<file path="src/rtl/fpadd_control_pipe.sv">
`timescale 1ns/1ps
`default_nettype none
// ============================================================================
// Module   : fpadd_control_pipe
// Purpose  : Sequencing controller for the floating-point adder datapath:
//            alignment, normalisation, bounded rounding loop, result handshake.
// Options  : FPCTL_EQEXP_BYPASS_EN - equal exponents skip the ALIGN state.
// Revision : 1.0 - initial release
// ============================================================================
module fpadd_control_pipe #(
    parameter  int EXPBITS      = 8,
    parameter  int MANTISSABITS = 23,
    parameter  int MAXROUND     = 3,
    localparam int NBITS        = $clog2(MANTISSABITS + 2),
    localparam int NBITSE       = $clog2(MANTISSABITS + 3)
) (
    input  logic                    Clock,
    input  logic                    Reset,
    input  logic                    Go,
    input  logic                    ExpSet,
    input  logic [EXPBITS-1:0]      ExpDiff,
    input  logic                    FFOValid,
    input  logic [NBITS-1:0]        FFOIndex,
    input  logic [MANTISSABITS+1:0] roundedMant,
    input  logic                    ResultReady,
    output logic                    Busy,
    output logic                    SelExpMux,
    output logic                    SelSRMuxL,
    output logic                    SelSRMuxG,
    output logic                    ShiftRightEnable,
    output logic [NBITSE-1:0]       ShiftRightAmount,
    output logic [NBITS-1:0]        ShiftAmount,
    output logic                    SREn,
    output logic                    SLEn,
    output logic                    NoShift,
    output logic                    SelMuxR,
    output logic                    ResultValid,
    output logic                    FlagResult,
    output logic                    RoundErr
);

    localparam int C_SATAMT = MANTISSABITS + 2;
    localparam int C_CNTW   = (MAXROUND < 1) ? 1 : $clog2(MAXROUND + 1);
    localparam int C_CMPW   = ((EXPBITS > NBITSE) ? EXPBITS : NBITSE) + 1;

    typedef enum logic [2:0] {
        S_IDLE  = 3'd0,
        S_ALIGN = 3'd1,
        S_NORM  = 3'd2,
        S_ROUND = 3'd3,
        S_DONE  = 3'd4
    } state_t;

    state_t              r_state;
    state_t              w_next;
    logic                r_expset;
    logic [EXPBITS-1:0]  r_expdiff;
    logic [C_CNTW-1:0]   r_cnt;
    logic                r_flag;
    logic                r_rerr;
    logic                w_flag_set;
    logic                w_rerr_set;
    logic                w_cnt_inc;
    logic                w_bypass;
    logic                w_sat;
    logic                w_unused_mant;

    // Only the carry-out bit of the rounder matters to sequencing.
    assign w_unused_mant = ^roundedMant[MANTISSABITS:0];

`ifdef FPCTL_EQEXP_BYPASS_EN
    assign w_bypass = (ExpDiff == '0);
`else
    assign w_bypass = 1'b0;
`endif

    // Compare in a width that holds both operands so large differences saturate.
    assign w_sat = (C_CMPW'(r_expdiff) > C_CMPW'(C_SATAMT));

    always_ff @(posedge Clock or posedge Reset) begin
        if (Reset) begin
            r_state <= S_IDLE;
        end else begin
            r_state <= w_next;
        end
    end

    always_ff @(posedge Clock or posedge Reset) begin
        if (Reset) begin
            r_expset  <= 1'b0;
            r_expdiff <= '0;
            r_cnt     <= '0;
            r_flag    <= 1'b0;
            r_rerr    <= 1'b0;
        end else begin
            if (r_state == S_IDLE && Go) begin
                r_expset  <= ExpSet;
                r_expdiff <= ExpDiff;
            end
            if (r_state == S_NORM) begin
                r_cnt <= '0;
            end else if (w_cnt_inc) begin
                r_cnt <= r_cnt + 1'b1;
            end
            // Result flags freeze on entry to DONE and hold through backpressure.
            if (r_state != S_DONE) begin
                r_flag <= w_flag_set;
                r_rerr <= w_rerr_set;
            end
        end
    end

    always_comb begin
        w_next           = r_state;
        w_flag_set       = 1'b0;
        w_rerr_set       = 1'b0;
        w_cnt_inc        = 1'b0;
        SelExpMux        = 1'b0;
        SelSRMuxL        = 1'b0;
        SelSRMuxG        = 1'b0;
        ShiftRightEnable = 1'b0;
        ShiftRightAmount = '0;
        ShiftAmount      = '0;
        SREn             = 1'b0;
        SLEn             = 1'b0;
        NoShift          = 1'b0;
        SelMuxR          = 1'b0;
        ResultValid      = 1'b0;
        case (r_state)
            S_IDLE: begin
                if (Go) begin
                    w_next = w_bypass ? S_NORM : S_ALIGN;
                end
            end
            S_ALIGN: begin
                SelExpMux        = r_expset;
                SelSRMuxL        = r_expset;
                SelSRMuxG        = ~r_expset;
                ShiftRightEnable = (r_expdiff != '0);
                ShiftRightAmount = w_sat ? NBITSE'(C_SATAMT) : NBITSE'(r_expdiff);
                w_next           = S_NORM;
            end
            S_NORM: begin
                w_next = S_ROUND;
                if (!FFOValid) begin
                    w_flag_set = 1'b1;
                    w_next     = S_DONE;
                end else if (FFOIndex == NBITS'(MANTISSABITS + 1)) begin
                    SREn        = 1'b1;
                    ShiftAmount = NBITS'(1);
                end else if (FFOIndex == NBITS'(MANTISSABITS)) begin
                    NoShift = 1'b1;
                end else if (FFOIndex < NBITS'(MANTISSABITS)) begin
                    SLEn        = 1'b1;
                    ShiftAmount = NBITS'(MANTISSABITS) - FFOIndex;
                end else begin
                    w_rerr_set = 1'b1;
                    w_next     = S_DONE;
                end
            end
            S_ROUND: begin
                if (roundedMant[MANTISSABITS+1]) begin
                    if (r_cnt < C_CNTW'(MAXROUND)) begin
                        SREn        = 1'b1;
                        ShiftAmount = NBITS'(1);
                        SelMuxR     = 1'b1;
                        w_cnt_inc   = 1'b1;
                    end else begin
                        w_rerr_set = 1'b1;
                        w_next     = S_DONE;
                    end
                end else begin
                    w_next = S_DONE;
                end
            end
            S_DONE: begin
                ResultValid = 1'b1;
                if (ResultReady) begin
                    w_next = S_IDLE;
                end
            end
            default: begin
                w_next = S_IDLE;
            end
        endcase
        FlagResult = w_flag_set | ((r_state == S_DONE) & r_flag);
        RoundErr   = w_rerr_set | ((r_state == S_DONE) & r_rerr);
        Busy       = (r_state != S_IDLE);
    end

endmodule
`default_nettype wire

</file>
<file path="config.mk">
export PLATFORM = sky130hd
export DESIGN_NAME = fpadd_control_pipe
export DESIGN_NICKNAME = d
export VERILOG_FILES = /design/src/rtl/fpadd_control_pipe.sv
export SDC_FILE = /design/constraint.sdc
export NUM_CORES = 1
export LEC_CHECK = 0
export BUFFER_PORTS_ARGS = -buffer_cell sky130_fd_sc_hd__buf_4
export CORE_MARGIN = 2
export CORE_UTILIZATION = 42
export DETAILED_ROUTE_END_ITERATION = 7
export HOLD_SLACK_MARGIN = 0.02
export PLACE_DENSITY_LB_ADDON = 0.05
export RECOVER_POWER = 50
export SETUP_SLACK_MARGIN = 0.15
export SYNTH_ARGS = -nofsm -noshare
export SYNTH_HDL_FRONTEND = slang
export SYNTH_SLANG_ARGS = --single-unit
</file>
<file path="constraint.sdc">
create_clock -name Clock -period 2.05 [get_ports Clock]
set_input_delay 0.5125 -clock Clock [delete_from_list [all_inputs] [get_ports Clock]]
set_output_delay 0.5125 -clock Clock [all_outputs]
set_load 0.02 [all_outputs]
</file>
**After elaboration in Yosys (flattened, before gate mapping)**

Index checks and enable logic that the tools add are counted.

- Register bits after elaboration: 16
- Output and inout port bits: 22

- Add/sub/neg operators: 2
- Order comparisons: 3
- Equal/unequal tests: 10
- Mux-type cells: 48
- Bitwise gates (word level): 5
- Reductions and logical operators: 6

Operators with widths:

| operator | count |
|---|---|
| 5-bit 2-to-1 mux | 6 |
| 1-bit 2-to-1 mux | 28 |
| 3-bit 2-to-1 mux | 8 |
| 3-bit one-hot mux with 5 select lines | 1 |
| 5-bit == test, second input constant | 2 |
| 5-bit one-hot mux with 2 select lines | 1 |
| 8-bit by 5-bit > comparator with 1-bit output, second input constant | 1 |
| 8-bit nonzero test | 1 |
| 3-bit by 2-bit == test with 1-bit output, second input constant | 2 |
| 3-bit != test, second input constant | 2 |
| 5-bit < comparator, second input constant | 1 |
| 5-bit subtractor, first input constant | 1 |
| 2-bit 2-to-1 mux | 2 |
| 2-bit != test, second input constant | 2 |
| 1-bit one-hot mux with 2 select lines | 2 |
| 3-bit by 1-bit == test with 1-bit output, second input constant | 1 |
| 3-bit == test, second input constant | 1 |
| 3-bit zero test | 1 |
| 3-bit AND reduction | 1 |
| 3-bit nonzero test | 1 |
| 2-bit by 1-bit adder with 2-bit output, second input constant | 1 |
| 1-bit AND | 2 |
| 2-bit < comparator, second input constant | 1 |
| 1-bit OR | 2 |
| other kinds (3) | 3 |

**Longest topological paths before layout**

Gate-level depths: netlist of the first run.

- Word-level depth: 7
- Mapped depth: 5

**Worst setup path after synthesis of the first run**

OpenSTA, ideal clock, no wires.

- Path kind: reg-to-output
- Start point: register r_state[0]
- End point: output RoundErr
- Data arrival time: 1,596 ps
- Path slack: -59 ps
- Stages on the path, launching flop included: 5
- Buffers on the path: 1
- Path through: dfrtp_1 -> buf_2 -> nor3b_1 -> a22oi_1 -> o31ai_1

- Longest elaborated chain between the ends: 3

RTL lines:

| item | RTL line | text |
|---|---|---|
| start: declaration | 54 | `state_t r_state;` |
| start signal: assignment | 84 | `r_state <= w_next;` |
| 3-bit by 2-bit == test with 1-bit output / 3-bit == test (equally long branches) | 129, 187 |  |
| 1-bit one-hot mux with 2 select lines / 1-bit AND (equally long branches) | 129, 187 |  |
| 1-bit OR * | 187 | `RoundErr = w_rerr_set \| ((r_state == S_DONE) & r_rerr);` |
| end: declaration | 39 | `output logic RoundErr` |

Every way passes the cells marked *; elsewhere a longest branch is shown, timed or not.

**Final worst setup path of the first run**

- Start point: register r_state[2]
- End point: output ShiftAmount[3]

- Longest elaborated chain between the ends: 2

RTL lines:

| item | RTL line | text |
|---|---|---|
| 3-bit by 2-bit == test with 1-bit output | 129 | `case (r_state)` |
| 5-bit one-hot mux with 2 select lines * | 129 |  |
| end: declaration | 32 | `output logic [NBITS-1:0] ShiftAmount,` |

Marks and branches as above.

==> results.tsv, run 1 <==
metric	value	unit
power_per_cell_area	1186	nW/um2
grt_overflow	0	
place.port_buffers	41	
end_kind	output pin	
clkSinkCount	16	
crit_slowest_cell	dfrtp_1	
drt-total-wl	2533	um
placed_area	1401	um2
slew_headroom	60.57	%
grt_pass1_wl	3953	um
die_h	53.46	um
drive_gt1_share	58.97	%
setup_viol	5	
seqPwrFrac	29.7	%
ioPinCount	66	
start_util	45.56	%
worstMarginPinSlew	590.8	ps
reg2reg_to	r_expdiff[5]$_DFFE_PP0P_	
cts_buffers	3	
synth.most_common_cell	dfrtp_1	
critPathBufInv	1	
place_worst_setup_slack	9.832	ps
violations	negative setup slack	
hold_viol_final	0	
ys_top_cells_by_count	16 x dfrtp_1, 15 x nor2_1, 8 x mux2_2, 7 x inv_1	
n_antenna_cell	0	
firstDrtPassIters	4	
ys_top_cells_by_area	dfrtp_1 39%, mux2_2 8.8%, nor2_1 5.5%, ha_1 3.7%, a21oi_1 2.9%	
fmax	475.1	MHz
slew_violations	0	
cts_max_path_buffers	2	
clkTransAtPathRegs	90	ps
skew	7.425	ps
worstPathArrival	1590	ps
path_depth	4	
grt_usage	19.10	%
synthFlopType	dfrtp_1	
fin_crit_sh	102.7	%
combPwrFrac	62.2	%
synth_edf_count	0	
leakagePower	0.7417	nW
ys_async_sr_fraction	100.0	%
syn_nets	152	
ys_ff_latch	16	
swShare	40.69	%
tns	-194.5	ps
fp.coreArea	2255	um2
antenna_left	0	
status	finished, violations left	
die_area	2857	um2
yosysUniqueCellTypes	38	
drc_errors	0	
intPower	1.165	mW
fin_nets	205	
yosysTopAreaCell	dfrtp_1	
vdd_drop_max	918.8	uV
synth_top_cell_area_share	38.98	%
antenna_found_initial	0	
hp-class	in -> async	
rsz0062_at_grt	yes	
grt_pass1_vias	930	
start_kind	flop	
timing.rr.start	r_state[2]$_DFFE_PP0P_	
crit_start	r_state[2]$_DFFE_PP0P_	
worst-path-max-fanout	5	
clock_latency	280	ps
reg2reg_depth	4	
die_x	53.46	um
wl_per_cell	13.77	um
area_delta_synth_final	61.27	%
syn-mean-instance-area	9.783	um2
drtIter0Drc	19	
period_needed	2105	ps
final_core_util	73.47	%
vias	1001	
synth_area	1027	um2
via_per_inst	5.440	
hpwl	1740	um
crit_chain	nand4bb_4 > a211o_4 > nor3_2 > buf_4	
worst_slack	-54.61	ps
rows	17	
stdcell_area	1657	um2
worstSetupPathType	reg -> out	
p_sw	0.7994	mW
cts_tree	yes	
gp_congestion	0.7200	
drv_cap	0	
h-tree-depth	1	
critPathTopFamily	flip-flops	
setup.worst_path.end	ShiftAmount[3]	
cpPeakStageDelay	420	ps
root_buffer	clkbuf_4	
p_clk_share	8.1	%
p_total	1.965	mW
timing.reg2reg.setup_slack	510	ps
grt_max_degree	17	
yosysSeqAreaShare	38.98	%
critPathRequiredTime	1540	ps
yosysWarnings	0	
synth_cells	105	
[flip-flops by register name (all words and copies together), names as in the netlist]
| register | flops |
|---|---|
| r_expdiff | 8 |
| r_state | 3 |
| r_flag | 1 |
| r_expset | 1 |
| r_rerr | 1 |
| r_cnt | 2 |
[per-stage QoR]
step | instances | hold slack, ps
floorplan | 105 | 426.2
global placement | 175 | 481.1
detailed placement | 175 | 493.4
CTS | 181 | 313.3
global route | 184 | 346.0
finish | 184 | 291.3
[placed cells by master (no fill, tap or decap), types with 3 or more instances in the layout]
| cell type | instances |
|---|---|
| a21oi_1 | 4 |
| buf_4 | 33 |
| buf_6 | 19 |
| clkbuf_4 | 4 |
| dfrtp_1 | 16 |
| ha_1 | 3 |
| inv_1 | 6 |
| mux2_2 | 8 |
| nand2_1 | 3 |
| nor2_1 | 6 |
| nor2_4 | 8 |
| o21ai_0 | 5 |
[routing by layer]
metal / wire (um) / GRT usage (%) / up-vias
met1: 1034 / 22.81 / 487
met5: 0 / 0 / -
li1: - / - / 479
met3: 149 / 4.520 / 0
met2: 1349 / 34.36 / 35
met4: 0 / 3.846 / 0
[worst register-to-register path: cells and delay by family (launching register included)]
family	cells	cell delay (ps)
multiplexers	1	350
flip-flops	1	420
buffers and inverters	2	380
AND/OR/NAND/NOR	1	270
[kinds of logic (layout without fill, tap and decap cells)]
kind of cell,count (synthesis),in the layout,share of synthesized area [%]
flops,16,16,38.98
buf+inv,13,64,6.577
compound gates,24,24,15.47
fa+ha+maj,3,3,3.654
mux,8,8,8.770
simple gates,41,41,26.55
[final cells by class]
class	count	area (um2)
Fill cell	182	598.1
Multi-Input combinational cell	76	688.2
Timing Repair Buffer	54	484.2
Clock buffer	3	22.52
Sequential cell	16	400.4
Inverter	7	26.28
Tap cell	28	35.03
[worst min-delay path by stage]
stage,start,to,slack [ps],cells after the start
after CTS,Reset,r_state[2]$_DFFE_PP0P_,310,2
after global routing,Reset,r_state[2]$_DFFE_PP0P_,350,2
final,Reset,r_state[2]$_DFFE_PP0P_,290,2
after floorplan,Reset,r_cnt[0]$_DFFE_PP0P_,430,1
after detailed placement,r_expdiff[6]$_DFFE_PP0P_,r_expdiff[6]$_DFFE_PP0P_,490,1
after global placement,r_expdiff[5]$_DFFE_PP0P_,r_expdiff[5]$_DFFE_PP0P_,480,1
[power by group through the flow]
stage | combinational, mW | sequential, mW | clock (mW)
3_5_place_dp | 0.942 | 0.562 | 0
5_1_grt | 1.31 | 0.598 | 0.175
3_3_place_gp | 0.918 | 0.553 | 0
2_1_floorplan | 0.652 | 0.532 | 0
4_1_cts | 1.08 | 0.567 | 0.162
6_report | 1.22 | 0.584 | 0.159
[timing repair]
item | 4_1_cts | 5_1_grt
hold buffers | 0 | 0
endpoints found under the hold margin | 0 | 0
setup buffers | 3 | 3
endpoints found under the setup margin | 21 | 22
gates resized for setup | 26 | 23
pin swaps | 11 | 6
No activity file was read; power rests on OpenSTA's default activity.
==> run 2: changes to the inputs <==
--- a/config.mk
+++ b/config.mk
@@ -6,8 +6,8 @@
 export NUM_CORES = 1
 export LEC_CHECK = 0
 export BUFFER_PORTS_ARGS = -buffer_cell sky130_fd_sc_hd__buf_4
-export CORE_MARGIN = 2
-export CORE_UTILIZATION = 42
+export CORE_UTILIZATION = 43
+export CTS_BUF_LIST = sky130_fd_sc_hd__clkbuf_8
 export DETAILED_ROUTE_END_ITERATION = 7
 export HOLD_SLACK_MARGIN = 0.02
 export PLACE_DENSITY_LB_ADDON = 0.05
==> run 2 against run 1 <==
- clock power is 44% higher
- non-clock buffer count is 4 higher
- sequential share of layout area is 0.51 points higher
- worst setup slack better by 21 ps
- count of clock-buffer cells in the layout stayed put
- via count is 0.80% higher
- largest cell class unchanged
- global-route usage is 2.7 points higher
- critical path depth is 1 higher
- the run still ends with negative setup slack left
- hold slack better by 50 ps
==> results.tsv, run 2 (synthesis gave the netlist of run 1 again) <==
metric	value	unit	change
crit_path_frequent_cell	buf_4		
drc_errors	0		unchanged
grt_usage	21.80	%	+2.7 points
rsz0062_at_grt	yes		
fp.coreArea	2233	um2	-0.94%
cts_max_path_buffers	2		unchanged
swShare	39.33	%	-1.4 points
worstPathArrival	1570	ps	-20 ps
start_util	45.99	%	+0.43 points
drive_gt1_share	60.62	%	+1.7 points
critPathRequiredTime	1540	ps	about the same
path_depth	5		+1
critPathBufInv	2		+1
drtIter0Drc	4		-15
placed_area	1394	um2	-0.54%
worst_slack	-33.87	ps	+20.75 ps
hp-class	in -> async		
combPwrFrac	56.5	%	-5.7 points
antenna_left	0		unchanged
p_clk_share	12.3	%	+4.2 points
violations	negative setup slack		
p_sw	0.7305	mW	-8.6%
cpPeakStageDelay	440	ps	+20 ps
crit_chain	buf_4 > and4b_2 > a22oi_2 > o31ai_2 > buf_4		
cts_buffers	3		unchanged
via_per_inst	5.367		-1.3%
end_kind	output pin		
final_cell_mix	47 x buf_4, 14 x dfrtp_1, 8 x mux2_2		
worstSetupPathType	reg -> out		
fin_crit_sh	101.7	%	-1.0 points
fin_nets	209		+2.0%
cts_tree	yes		
power_per_cell_area	1137	nW/um2	-4.1%
status	finished, violations left		
placedCellCount	174		-0.57%
ioPinCount	66		unchanged
crit_slowest_cell	dfrtp_2		
stdcell_area	1633	um2	-1.4%
hold_viol_final	0		unchanged
largest-register	r_expdiff		
h-tree-depth	1		unchanged
period_needed	2084	ps	-20.75 ps
clkTransAtPathRegs	60	ps	-30 ps
die_area	2588	um2	-9.4%
drt-total-wl	2582	um	+1.9%
largest_register_ff_count	8		unchanged
setup_viol	5		unchanged
worstMarginPinSlew	598.1	ps	+7.285 ps
hold_slack	341.0	ps	+49.72 ps
gp_congestion	0.7643		+6.2%
intPower	1.127	mW	-3.3%
place.port_buffers	41		unchanged
root_buffer	clkbuf_8		
skew	2.622	ps	-4.803 ps
clock_latency	240	ps	-40 ps
hold_buffers	0		unchanged
reg.largest.list	r_expdiff: 8 flops, r_state: 3 flops, r_cnt: 2 flops		
rows	17		unchanged
grt_overflow	0		unchanged
seqPwrFrac	31.2	%	+1.5 points
stdcell_count	188		+2.2%
hpwl	1729	um	-0.62%
wl_per_cell	13.73	um	-0.23%
start_kind	flop		
die_h	50.88	um	-4.8%
grt_pass1_wl	4202	um	+6.3%
drv_cap	0		unchanged
critPathTopFamily	flip-flops		
die_x	50.88	um	-4.8%
firstDrtPassIters	4		unchanged
nFillCells	169		-7.1%
vdd_drop_max	788.0	uV	-14%
grt_pass1_vias	958		+3.0%
n_antenna_cell	0		unchanged
clkSinkCount	16		unchanged
vias	1009		+0.80%
reg2reg_depth	4		unchanged
leakagePower	0.7526	nW	+1.5%
final_core_util	73.11	%	-0.36 points
fmax	479.9	MHz	+1.0%
grt_max_degree	17		unchanged
slew_headroom	60.08	%	-0.49 points
antenna_found_initial	0		unchanged
mostFrequentLayoutCell	buf_4		
worst-path-max-fanout	8		+3
p_total	1.857	mW	-5.5%
slew_violations	0		unchanged
area_delta_synth_final	58.95	%	
-- run 2: changes by cell type in the layout (fill, tap and decap cells not counted), moves of 2 or more --
cell and delta:
clkbuf_4 -3, dfrtp_1 -2, buf_4 +14, nor2_4 -6
clkbuf_8 +3, nor2_2 +5, dfrtp_2 +2, o21ai_2 +2
buf_6 -12
-- run 2: worst register-to-register path, cell delays in order, from the launching register on --
cell      delay (ps)
dfrtp_2          440
buf_4            170
nor4b_2          230
clkbuf_1         490
mux2_2           400
-- run 2: cell type report --
class / instances / area, um2 / share of cell area, %
Timing Repair Buffer: 58 / 473.0 / 28.97
Sequential cell: 16 / 402.9 / 24.67
Tap cell: 28 / 35.03 / 2.146
Clock buffer: 3 / 41.29 / 2.529
Multi-Input combinational cell: 76 / 654.4 / 40.08
Inverter: 7 / 26.28 / 1.609
-- run 2: path summary, 6_finish.rpt --
check                      slack (ps)                      from                        to
max                               -30    r_state[0]$_DFFE_PP0P_                  RoundErr
min                               340                     Reset      r_cnt[1]$_DFFE_PP0P_
max reg2reg                       200    r_state[0]$_DFFE_PP0P_  r_expdiff[3]$_DFFE_PP0P_
min reg2reg                       520  r_expdiff[5]$_DFFE_PP0P_  r_expdiff[5]$_DFFE_PP0P_
max in group asynchronous        1290                     Reset    r_state[0]$_DFFE_PP0P_
min in group Clock                480                    ExpSet      r_expset$_DFFE_PP0P_
-- run 2: per-stage QoR --
| step | TNS, ps | worst slack [ps] |
|---|---|---|
| finish | -54.00 | -33.87 |
| global route | -563.6 | -93.16 |
| CTS | -17.76 | -7.217 |
| detailed placement | 0 | 5.452 |
| global placement | 0 | 28.11 |
| floorplan | 0 | 103.7 |
-- run 2: per-layer routing --
metal,share of wire [%],wire length (um),vias up,track usage [%]
li1,-,-,493,-
met1,42,1087,486,26.59
met2,53,1369,28,39.33
met3,4.5,115,2,5.655
met4,0.39,10,0,2.778
met5,0,0,-,0
-- run 2: power by group through the flow --
stage	logic (mW)	clock network [mW]	registers (mW)
finish	1.05	0.229	0.579
global route	1.14	0.246	0.602
CTS	1.00	0.236	0.568
detailed placement	0.917	0	0.574
global placement	0.896	0	0.568
floorplan	0.652	0	0.532
-- run 2: what timing repair did --
action | CTS | global route
endpoints found under the setup margin | 19 | 21
gates cloned | 0 | 0
pin swaps | 7 | 5
setup buffers | 7 | 4
resized for setup | 23 | 13
==> run 3: changes to the inputs <==
--- a/config.mk
+++ b/config.mk
@@ -6,10 +6,11 @@
 export NUM_CORES = 1
 export LEC_CHECK = 0
 export BUFFER_PORTS_ARGS = -buffer_cell sky130_fd_sc_hd__buf_4
-export CORE_UTILIZATION = 43
+export CORE_UTILIZATION = 45
 export CTS_BUF_LIST = sky130_fd_sc_hd__clkbuf_8
 export DETAILED_ROUTE_END_ITERATION = 7
 export HOLD_SLACK_MARGIN = 0.02
+export MAX_ROUTING_LAYER = met4
 export PLACE_DENSITY_LB_ADDON = 0.05
 export RECOVER_POWER = 50
 export SETUP_SLACK_MARGIN = 0.15
==> constraint.sdc (replaced) <==
create_clock -name Clock -period 2.4 [get_ports Clock]
set_input_delay 0.6 -clock Clock [delete_from_list [all_inputs] [get_ports Clock]]
set_output_delay 0.6 -clock Clock [all_outputs]
set_load 0.02 [all_outputs]
==> run 3 against run 2 <==
- the run now ends clean
- hold slack improved by 84 ps
- sequential cell count did not move
- worst setup slack improved by 220 ps
- global-route usage fell by 2.5 points
- sequential share of layout area rose by 3.3 points
==> results.tsv, run 3 (synthesis gave the netlist of run 1 again) <==
metric	value	unit	change
wl_per_cell	12.34	um	-10%
leakagePower	0.6834	nW	-9.2%
place.port_buffers	41		unchanged
h-tree-depth	1		unchanged
combPwrFrac	51.5	%	-5.0 points
cts_max_path_buffers	2		unchanged
setup_viol	0		-5
rsz0062_at_grt	no		
drv_cap	0		unchanged
place_worst_setup_slack	165.3	ps	+159.9 ps
n_antenna_cell	0		unchanged
fp.coreArea	2062	um2	-7.7%
fin_nets	196		-6.2%
drtIter0Drc	17		+13
clkSinkCount	16		unchanged
drt-total-wl	2159	um	-16%
largest_register_ff_count	8		unchanged
final_cell_mix	42 x buf_4, 16 x dfrtp_1, 15 x nor2_1		
antenna_found_initial	0		unchanged
hp-class	in -> async		
slew_headroom	59.77	%	-0.31 points
reg.largest.list	r_expdiff: 8 flops, r_state: 3 flops, r_cnt: 2 flops		
cts_setup_buffers	0		-7
p_total	1.469	mW	-21%
area_delta_synth_final	39.22	%	
clock_latency	250	ps	about the same
grt_pass1_vias	838		-13%
cts_buffers	3		unchanged
grt_max_degree	17		unchanged
slew_violations	0		unchanged
start_util	49.82	%	+3.8 points
hold_buffers	0		unchanged
cts_tree	yes		
grt_overflow	0		unchanged
critPathRequiredTime	1800	ps	+260 ps
hold_viol_final	0		unchanged
hpwl	1655	um	-4.3%
p_sw	0.5638	mW	-23%
placed_area	1358	um2	-2.6%
antenna_left	0		unchanged
final_core_util	69.36	%	-3.8 points
power_per_cell_area	1027	nW/um2	-9.7%
reg2reg_depth	4		unchanged
start_kind	input pin		
clkTransAtPathRegs	60	ps	about the same
die_h	49.78	um	-2.2%
intPower	0.9055	mW	-20%
drc_errors	0		unchanged
firstDrtPassIters	4		unchanged
root_buffer	clkbuf_8		
ioPinCount	66		unchanged
status	finished clean		
fin_crit_sh	92.41	%	
worst-path-max-fanout	7		-1
rows	16		-1
die_x	49.78	um	-2.2%
vdd_drop_max	741.0	uV	-6.0%
end_kind	output pin		
grt_usage	19.30	%	-2.5 points
drive_gt1_share	43.92	%	-17 points
grt_pass1_wl	3567	um	-15%
worst_slack	182.1	ps	+216.0 ps
p_clk_share	15.9	%	+3.6 points
stdcell_area	1430	um2	-12%
period_needed	2218	ps	
skew	3.249	ps	+0.6265 ps
fmax	450.9	MHz	
worstSetupPathType	in -> out		
seqPwrFrac	32.6	%	+1.4 points
worstPathArrival	1620	ps	+50 ps
largest-register	r_expdiff		
swShare	38.37	%	-0.96 points
tns	0	ps	+54.00 ps
vias	940		-6.8%
mostFrequentLayoutCell	buf_4		
via_per_inst	5.371		about the same
die_area	2478	um2	-4.3%
gp_congestion	0.7582		-0.80%
worstMarginPinSlew	602.8	ps	+4.695 ps
[run 3: cell count changes in the layout (fill, tap and decap cells not counted), sizes merged]
cell | previous run | this run
clkbuf | 5 | 6
buf | 56 | 43
[run 3: metrics by stage]
stage | hold slack (ps) | std cells
2_1_floorplan | 472.0 | 105
3_3_place_gp | 481.8 | 171
3_5_place_dp | 489.3 | 171
4_1_cts | 449.6 | 175
5_1_grt | 498.4 | 175
6_report | 424.7 | 175
[run 3: final timing paths]
| path | start | slack, ps | end |
|---|---|---|---|
| worst max-delay path | FFOIndex[3] | 180 | RoundErr |
| worst min-delay path | Reset | 420 | r_expdiff[6]$_DFFE_PP0P_ |
| worst max register to register | r_state[2]$_DFFE_PP0P_ | 560 | r_expdiff[2]$_DFFE_PP0P_ |
| worst min register to register | r_expdiff[7]$_DFFE_PP0P_ | 500 | r_expdiff[7]$_DFFE_PP0P_ |
| max in group asynchronous | Reset | 1580 | r_expset$_DFFE_PP0P_ |
| min in group Clock | r_expdiff[7]$_DFFE_PP0P_ | 500 | r_expdiff[7]$_DFFE_PP0P_ |
[run 3: routing by layer]
metal  global-route usage, %  routed length (um)  vias to the layer above
li1                        -                   -                      463
met1                   24.51                 971                      440
met2                   31.08                1045                       35
met3                   3.704                 127                        2
met4                   5.714                  14                        0
met5                       -                   0                        -
[run 3: what timing repair did]
item / in CTS / in global routing
pin swaps: 0 / 4
gates resized for setup: 1 / 7
endpoints found under the setup margin: 2 / 7
[run 3: final cells by class]
type	count	area, um2
timing repair buffer	45	337.8
sequential	16	400.4
tap	27	33.78
clock buffer	4	55.05
inverter	7	26.28
multi-input combinational	76	576.8
fill	173	631.9
[run 3: power by group through the flow]
stage	Combinational (mW)	Sequential (mW)	Clock, mW
after global placement	0.742	0.472	0
after floorplan	0.539	0.454	0
after detailed placement	0.755	0.481	0
after CTS	0.765	0.479	0.241
final	0.757	0.479	0.234
after global routing	0.825	0.498	0.252
[run 3: critical path, stage by stage]
cell and delay (ps):
buf_4 120, inv_1 70, ha_1 210, and4_4 220, o31ai_2 210, buf_4 190
